[src/rtl/eaglesong_coeff_sequencer.sv]
// Streams Eaglesong rotation coefficient pairs (c1,c2) per state word, round after round,
// LANES words per beat, with ready/valid flow control, abort and a completion pulse.
module eaglesong_coeff_sequencer #(
  parameter int NUM_WORDS = 16,
  parameter int COEFF_W   = 5,
  parameter int LANES     = 1,
  parameter int ROUND_W   = 6
) (
  input  logic                          clk,
  input  logic                          rst,
  input  logic                          start,
  input  logic [ROUND_W-1:0]            rounds_req,
  input  logic                          abort,
  output logic                          out_valid,
  input  logic                          out_ready,
  output logic [LANES*COEFF_W-1:0]      out_c1,
  output logic [LANES*COEFF_W-1:0]      out_c2,
  output logic [$clog2(NUM_WORDS)-1:0]  out_word,
  output logic [ROUND_W-1:0]            out_round,
  output logic                          out_last,
  output logic                          busy,
  output logic                          done
);

  localparam int WORD_W = $clog2(NUM_WORDS);
  localparam logic ONE_BEAT_ROUND = (NUM_WORDS == LANES);

  typedef enum logic {IDLE, RUN} state_t;

  state_t             state;
  logic [ROUND_W-1:0] rounds_lat;
  logic               wrap;
  logic [WORD_W-1:0]  nxt_word;
  logic [ROUND_W-1:0] nxt_round;
  logic               nxt_last;

  function automatic logic [COEFF_W-1:0] c1_of(input int idx);
    logic [4:0] v;
    v = '0;
    case (idx % 16)
      0: v = 5'd2;   1: v = 5'd13;  2: v = 5'd4;   3: v = 5'd3;
      4: v = 5'd27;  5: v = 5'd3;   6: v = 5'd17;  7: v = 5'd3;
      8: v = 5'd18;  9: v = 5'd12; 10: v = 5'd4;  11: v = 5'd4;
     12: v = 5'd12; 13: v = 5'd7;  14: v = 5'd7;  15: v = 5'd1;
      default: v = '0;
    endcase
    return COEFF_W'(v);
  endfunction

  function automatic logic [COEFF_W-1:0] c2_of(input int idx);
    logic [4:0] v;
    v = '0;
    case (idx % 16)
      0: v = 5'd4;   1: v = 5'd22;  2: v = 5'd19;  3: v = 5'd14;
      4: v = 5'd31;  5: v = 5'd8;   6: v = 5'd26;  7: v = 5'd12;
      8: v = 5'd22;  9: v = 5'd18; 10: v = 5'd7;  11: v = 5'd31;
     12: v = 5'd27; 13: v = 5'd17; 14: v = 5'd8;  15: v = 5'd13;
      default: v = '0;
    endcase
    return COEFF_W'(v);
  endfunction

  function automatic logic [LANES*COEFF_W-1:0] pack_c1(input logic [WORD_W-1:0] base);
    logic [LANES*COEFF_W-1:0] r;
    r = '0;
    for (int k = 0; k < LANES; k++) r[k*COEFF_W +: COEFF_W] = c1_of(int'(base) + k);
    return r;
  endfunction

  function automatic logic [LANES*COEFF_W-1:0] pack_c2(input logic [WORD_W-1:0] base);
    logic [LANES*COEFF_W-1:0] r;
    r = '0;
    for (int k = 0; k < LANES; k++) r[k*COEFF_W +: COEFF_W] = c2_of(int'(base) + k);
    return r;
  endfunction

  // Position of the beat that follows the one currently presented.
  always_comb begin
    wrap      = (out_word == WORD_W'(NUM_WORDS - LANES));
    nxt_word  = wrap ? '0 : out_word + WORD_W'(LANES);
    nxt_round = wrap ? out_round + ROUND_W'(1) : out_round;
    nxt_last  = (nxt_round == rounds_lat - ROUND_W'(1)) &&
                (nxt_word == WORD_W'(NUM_WORDS - LANES));
  end

  always_ff @(posedge clk) begin
    if (rst) begin
      state      <= IDLE;
      rounds_lat <= '0;
      out_valid  <= 1'b0;
      out_c1     <= '0;
      out_c2     <= '0;
      out_word   <= '0;
      out_round  <= '0;
      out_last   <= 1'b0;
      busy       <= 1'b0;
      done       <= 1'b0;
    end else begin
      done <= 1'b0;
      if (abort) begin
        state     <= IDLE;
        out_valid <= 1'b0;
        out_last  <= 1'b0;
        busy      <= 1'b0;
      end else begin
        case (state)
          IDLE: begin
            if (start) begin
              if (rounds_req != '0) begin
                state      <= RUN;
                rounds_lat <= rounds_req;
                out_word   <= '0;
                out_round  <= '0;
                out_c1     <= pack_c1('0);
                out_c2     <= pack_c2('0);
                out_last   <= (rounds_req == ROUND_W'(1)) && ONE_BEAT_ROUND;
                out_valid  <= 1'b1;
                busy       <= 1'b1;
              end else begin
                done <= 1'b1;
              end
            end
          end
          RUN: begin
            if (out_ready) begin
              if (out_last) begin
                state     <= IDLE;
                out_valid <= 1'b0;
                out_last  <= 1'b0;
                busy      <= 1'b0;
                done      <= 1'b1;
              end else begin
                out_word  <= nxt_word;
                out_round <= nxt_round;
                out_c1    <= pack_c1(nxt_word);
                out_c2    <= pack_c2(nxt_word);
                out_last  <= nxt_last;
              end
            end
          end
          default: state <= IDLE;
        endcase
      end
    end
  end

endmodule
[config.mk]
export PLATFORM = sky130hd
export DESIGN_NAME = eaglesong_coeff_sequencer
export DESIGN_NICKNAME = d
export VERILOG_FILES = /design/src/rtl/eaglesong_coeff_sequencer.sv
export SDC_FILE = /design/constraint.sdc
export NUM_CORES = 1
export LEC_CHECK = 0
export CAP_MARGIN = 20
export CORE_MARGIN = 10
export CORE_UTILIZATION = 43
export DETAILED_ROUTE_END_ITERATION = 8
export PLACE_DENSITY = 0.79
export SLEW_MARGIN = 20
export SYNTH_ARGS = -nofsm -noshare
export SYNTH_HDL_FRONTEND = slang
export SYNTH_SLANG_ARGS = --single-unit
[constraint.sdc]
create_clock -name clk -period 2.84 [get_ports clk]
set_input_delay 0.568 -clock clk [delete_from_list [all_inputs] [get_ports clk]]
set_output_delay 0.568 -clock clk [all_outputs]
set_load 0.02 [all_outputs]
# Word level (Yosys, flattened, before mapping)
# Memory sizes are Yosys's and may differ from the RTL's.
# Cells that the tools add are included.
# W data, S select, Z words.
dict set report totals {
  reg_bits 30
  latch_bits 0
  mem_bits_rw 0
  romBits 160
  inputBits 11
  output_inout_bits 24
  elab_cells 73
  mem_count 2
}
dict set report op_classes {
  add_sub_neg 3
  multipliers 0
  div 0
  n_lt_le_gt_ge 0
  n_eq_ne 8
  shifts 0
  n_mux 42
  n_bitwise 2
  n_reduce_logical 7
}
# memory depth word_bits rd rd_ports_with_merged_regs write_ports line
set mem_list {}
lappend mem_list {{(name not given)} 16 5 1 0 0 40} ;# case (idx % 16)
lappend mem_list {{(name not given)} 16 5 1 0 0 53} ;# case (idx % 16)
# op n
set op_table {}
lappend op_table {{$mux W5} 8}
lappend op_table {{$mux W6} 5}
lappend op_table {{$mux W4} 5}
lappend op_table {{$pmux W5 S2} 2}
lappend op_table {{$mux W1} 16}
lappend op_table {{$pmux W6 S2} 1}
lappend op_table {{$ne A2 B2 Y1 const B} 5}
lappend op_table {{$eq A4 B4 Y1 const B} 2}
lappend op_table {{$pmux W1 S2} 4}
lappend op_table {{$pmux W4 S2} 1}
lappend op_table {{$reduce_and A4 Y1} 2}
lappend op_table {{$add A6 B1 Y6 const B} 1}
lappend op_table {{$eq A6 B6 Y1} 1}
lappend op_table {{$reduce_bool A6 Y1} 1}
lappend op_table {{$sub A6 B1 Y6 const B} 1}
lappend op_table {{$reduce_and A5 Y1} 1}
lappend op_table {{$add A4 B1 Y4 const B} 1}
lappend op_table {{$reduce_and A3 Y1} 1}
lappend op_table {{$not A1 Y1} 2}
lappend op_table {{$reduce_or A2 Y1} 1}
lappend op_table {{$logic_and A1 B1 Y1} 1}

# Depth between registers and ports, before layout
dict set report logic_depth {
  ltp_word 7
  depth_mapped 8
  mapped_depth_nobuf 7
}

# Worst setup path before layout
# No wires, ideal clock.
dict set report synth_path {
  path_type {flip-flop to flip-flop}
  startpoint {reg out_word[1]}
  endpoint {reg out_last}
  setup_ps 84
  t_arrival_ps 2098
  required_ps 2756
  path_slack_ps 658
  stages_incl_launch_ff 8
  n_path_buf 1
  period_less_slack_ps 2182
  path_cell_list {dfxtp_1 ha_1 and3_1 buf_2 nand2_1 xnor2_1 or4_4 o31ai_2}
}
dict set report synth_via {
  elab_chain_cells 7
  elab_cells_between_ends 10
  classes_between {1 x add/sub; 3 x eq/ne; 5 x mux; 1 x reduce/logical}
}
# item line
set synth_rtl {}
lappend synth_rtl {{from (decl)} 18} ;# output logic [$clog2(NUM_WORDS)-1:0] out_word,
lappend synth_rtl {{from (signal assigned)} 133} ;# out_word <= nxt_word;
lappend synth_rtl {{$add A4 B1 Y4 / $eq A4 B4 Y1 (equally long branches)} {80, 79}}
lappend synth_rtl {{$mux W4 / $mux W6 (equally long branches)} {80, 81}}
lappend synth_rtl {{$eq A4 B4 Y1 / $eq A6 B6 Y1 (equally long branches)} {83, 82}}
lappend synth_rtl {{$logic_and A1 B1 Y1 *} 82} ;# nxt_last = (nxt_round == rounds_lat - ROUND_W'(1)) &&
lappend synth_rtl {{$mux W1 *} 126} ;# if (out_last) begin
lappend synth_rtl {{$mux W1 *} 125} ;# if (out_ready) begin
lappend synth_rtl {{$pmux W1 S2 *} 106} ;# case (state)
lappend synth_rtl {{to (signal assigned)} 116} ;# out_last <= (rounds_req == ROUND_W'(1)) && ONE_BEAT_ROUND;
lappend synth_rtl {{to (signal assigned)} 137} ;# out_last <= nxt_last;
lappend synth_rtl {{to (decl)} 20} ;# output logic out_last,
# Mark *: on every way between the ends. The rest lies on a longest branch, timed or not. The select of a mux whose other input is x is not followed.
# A chain may end at the register's enable or synchronous reset.

# Worst setup path in the final report
dict set report layout_path {
  startpoint {reg out_word[2]}
  endpoint {reg out_last}
}
# Same word-level chain as after synthesis.

==> parameters.txt <==
Parameter                              Value

Status
  Status    complete, no violations

Die
  Height of the chip    87.0 um
  Total Die Area    7570 um2
  Num ports    35
  Row count    24
  DIE WIDTH    87.0 um
  Placeable Area    4350 um2
  Initial Util    44.3%

Power and ir drop
  Switching portion of total power    24.5%
  Switching power    222 uW
  Pint    684 uW
  Worst-case vdd ir drop    0.284 mV
  Combinational cell fraction of total power    13.4%
  Sequential Power Share    48.4%
  Cell area power density    377 nW/um2
  Total power after layout    906 uW
  LEAKAGE    0.000861 uW
  Clock network fraction of design power    38.3%

Layout
  Non-Filler Instances    331
  Final instance area    2400 um2
  Total inserted antenna cells    0
  Ratio of cells with drive above 1 in the final layout    7.53%
  Number of filler cells placed in the layout    409
  Number of nets in the final layout    295
  Area added between synthesis and finish    24.4%

Setup path
  Required arrival time at the worst endpoint    3.03 ns
  FF-to-FF setup slack    0.49 ns
  Worst path arrival time    2.54 ns
  CP Capture Type    register
  Worst Path Max Fanout    20
  Critical path launch point type    register
  Worst Path Class, Setup    register to register

Drt
  Post-route DRC    0
  Antenna violation net count after detailed routing    0
  Top routing layer in use    met4
  Routed WL per cell    15.2 um
  Routed met3 length    405 um
  Total via count after detailed routing    1879
  Routed metal-1 wirelength    2280 um
  Post-detailed-routing wire length    5030 um
  Met2 routed WL    2290 um
  Number of detailed-routing iterations run before antenna repair    4
  Number of design-rule violations left by the first detailed-router iteration    124
  Ratio of routed vias to standard cells    5.68

Synthesis
  Post-synthesis instance area    1930 um2
  Proportion of synthesized chip area in sequential cells    31.1%
  Ranking of synthesized cells by area    sky130_fd_sc_hd__dfxtp_1 (31%), sky130_fd_sc_hd__a21oi_1 (6.5%), sky130_fd_sc_hd__nor2_1 (5.8%)
  Synth top area share    31.1%
  Syn nets    266
  Flip-flop and latch count after synthesis    30
  Yosys warning count    0
  Number of flops mapped to enable cells by yosys    0
  Library cells used by synthesis    57
  Async set-reset flop share out of synthesis    0%
  Mean instance size in the synthesized netlist    7.75 um2
  Number of instances in the synthesized netlist    249
  Dominant cell type by area after synthesis    sky130_fd_sc_hd__dfxtp_1
  Most common flop cell mapped by yosys    sky130_fd_sc_hd__dfxtp_1

CTS
  Clock Path Buffers    2
  Number of clock sinks seen by CTS    30
  Count of buffers added by post-CTS timing repair for setup    0
  Post-cts sizing count    0
  Clock Pin Slew Worst Setup and Hold Paths    0.06 ns
  Clock insertion delay at the later pin of the skew report    0.28 ns
  Hold bufs inserted after CTS    0
  Clock buffer count from CTS    5
  CTS root buf    sky130_fd_sc_hd__clkbuf_8
  TritonCTS clock tree    yes
  Maximum level of the CTS H-tree    2

STA
  Number of setup violations in the final report    0
  Final Hold Violating Endpoints    0
  Min cycle time layout    2.35 ns
  Final Slew Violations    0
  Share of the clock period used by the worst path    82.9%
  Remaining max-slew budget at the tightest pin    53.5%
  Final-layout setup total negative slack    0 ns
  Setup repair after global routing missed its margin    false
  Highest achievable clock rate    425 MHz
  Maximum clock skew at final layout    0.00349 ns
  Worst-margin pin slew    0.696 ns

Global route
  Global route total overflow    0
  Global router's overall resource usage    13.1%
  Antenna violations before repair    0
  Maximum number of pins on one net before global-route repair    27
  Vias in the first global route    1732
  Global-route wire length before repair    8250 um

Min path
  Worst hold path class    register to register

Place
  Post-Place Cells    323
  Placed cell areas    2310 um2
  Hpwl dp    3670 um
  Final weighted congestion in routability-driven placement    0.884
  Input/output buffers    34

Run
  Total of max-cap violations    0
## cell usage in the layout, fill, tap and decap left out, types with 2 or more instances in the layout
| cell | instances |
|---|---|
| sky130_fd_sc_hd__a211oi_1 | 2 |
| sky130_fd_sc_hd__a21oi_1 | 25 |
| sky130_fd_sc_hd__a22oi_1 | 2 |
| sky130_fd_sc_hd__a2bb2oi_1 | 2 |
| sky130_fd_sc_hd__a31oi_1 | 4 |
| sky130_fd_sc_hd__and3_1 | 3 |
| sky130_fd_sc_hd__buf_4 | 8 |
| sky130_fd_sc_hd__clkbuf_8 | 6 |
| sky130_fd_sc_hd__clkdlybuf4s50_1 | 34 |
| sky130_fd_sc_hd__dfxtp_1 | 30 |
| sky130_fd_sc_hd__ha_1 | 6 |
| sky130_fd_sc_hd__inv_1 | 8 |
| sky130_fd_sc_hd__mux2i_1 | 9 |
| sky130_fd_sc_hd__nand2_1 | 15 |
| sky130_fd_sc_hd__nand2b_1 | 5 |
| sky130_fd_sc_hd__nand3_1 | 9 |
| sky130_fd_sc_hd__nand4_1 | 3 |
| sky130_fd_sc_hd__nor2_1 | 30 |
| sky130_fd_sc_hd__nor2b_1 | 6 |
| sky130_fd_sc_hd__nor3_1 | 7 |
| sky130_fd_sc_hd__nor4_1 | 2 |
| sky130_fd_sc_hd__o211ai_1 | 2 |
| sky130_fd_sc_hd__o21a_1 | 2 |
| sky130_fd_sc_hd__o21ai_0 | 10 |
| sky130_fd_sc_hd__o21bai_1 | 2 |
| sky130_fd_sc_hd__or3_1 | 3 |
| sky130_fd_sc_hd__xnor2_1 | 9 |
| sky130_fd_sc_hd__xor2_1 | 5 |
## kinds of logic after synthesis
logic type / Yosys count / share of synthesized area [%]
xor+xnor: 14 / 6.36
flops: 30 / 31.1
mux: 9 / 4.67
simple gates: 93 / 24.5
fa+ha+maj: 7 / 4.41
buf+inv: 29 / 6.16
compound gates: 67 / 22.8
## synthesized netlist by cell type, types with 6 or more instances
cell type,count
sky130_fd_sc_hd__clkbuf_1,12
sky130_fd_sc_hd__nand3_1,9
sky130_fd_sc_hd__nor3_1,7
sky130_fd_sc_hd__a21oi_1,25
sky130_fd_sc_hd__dfxtp_1,30
sky130_fd_sc_hd__o21ai_0,10
sky130_fd_sc_hd__inv_1,8
sky130_fd_sc_hd__xnor2_1,9
sky130_fd_sc_hd__nor2_1,30
sky130_fd_sc_hd__ha_1,6
sky130_fd_sc_hd__mux2i_1,9
sky130_fd_sc_hd__nor2b_1,6
sky130_fd_sc_hd__nand2_1,15
## flip-flops by register name, summed over array words and instances, names as in the netlist
| name | count |
|---|---|
| state | 1 |
| out_last | 1 |
| done | 1 |
| out_round | 6 |
| out_c1 | 5 |
| out_word | 4 |
| rounds_lat | 6 |
| busy | 1 |
| out_c2 | 5 |
## power by group through the flow
| stage | logic, uW | clock network (uW) | registers [uW] |
|---|---|---|---|
| finish | 121 | 346 | 438 |
| global route | 132 | 379 | 439 |
| CTS | 122 | 353 | 438 |
| detailed placement | 121 | 0 | 447 |
| global placement | 119 | 0 | 447 |
| floorplan | 72.0 | 0 | 452 |
## stage by stage
step                      worst slack [ns]  hold WS [ns]  util (%)
after global placement               0.553         0.444      53.0
final                                0.487         0.457      55.1
after global routing                 0.370         0.498      55.1
after CTS                            0.501         0.458      55.1
after detailed placement             0.519         0.450      53.0
after floorplan                      0.658         0.481         -
## worst paths after layout
check,startpoint,endpoint,depth (start not counted)
worst max-delay path,out_word[2]$_SDFFE_PP0P_,out_last$_SDFFE_PP0P_,5
worst min-delay path,out_c2[4]$_SDFFE_PP0P_,out_c2[4]$_SDFFE_PP0P_,2
worst max register to register,out_word[2]$_SDFFE_PP0P_,out_last$_SDFFE_PP0P_,5
worst min register to register,out_c2[4]$_SDFFE_PP0P_,out_c2[4]$_SDFFE_PP0P_,2
## area by class of cell
class                   count  area (um2)  area share (%)
clock buffers               7        86.3            3.60
inverters                   9        33.8            1.41
multi-input cells         190        1210            50.4
well taps                  52        65.1            2.71
repair buffers             42         400            16.7
clock inverters             1        5.00           0.208
flip-flops and latches     30         601            25.0
## worst max-delay path, stage by stage, from the launching register on
cell and delay [ns]:
sky130_fd_sc_hd__dfxtp_1 0.77, sky130_fd_sc_hd__and3_1 0.45, sky130_fd_sc_hd__nand2_1 0.16, sky130_fd_sc_hd__xnor2_1 0.15
sky130_fd_sc_hd__or4_4 0.48, sky130_fd_sc_hd__o31ai_2 0.26
## layer usage
layer / GRT usage, % / vias to the layer above
met4: 3.53 / 0
met1: 15.9 / 869
met5: 0 / -
met3: 4.78 / 7
met2: 21.2 / 63
li1: - / 940
Power figures use the tool's default switching activity.
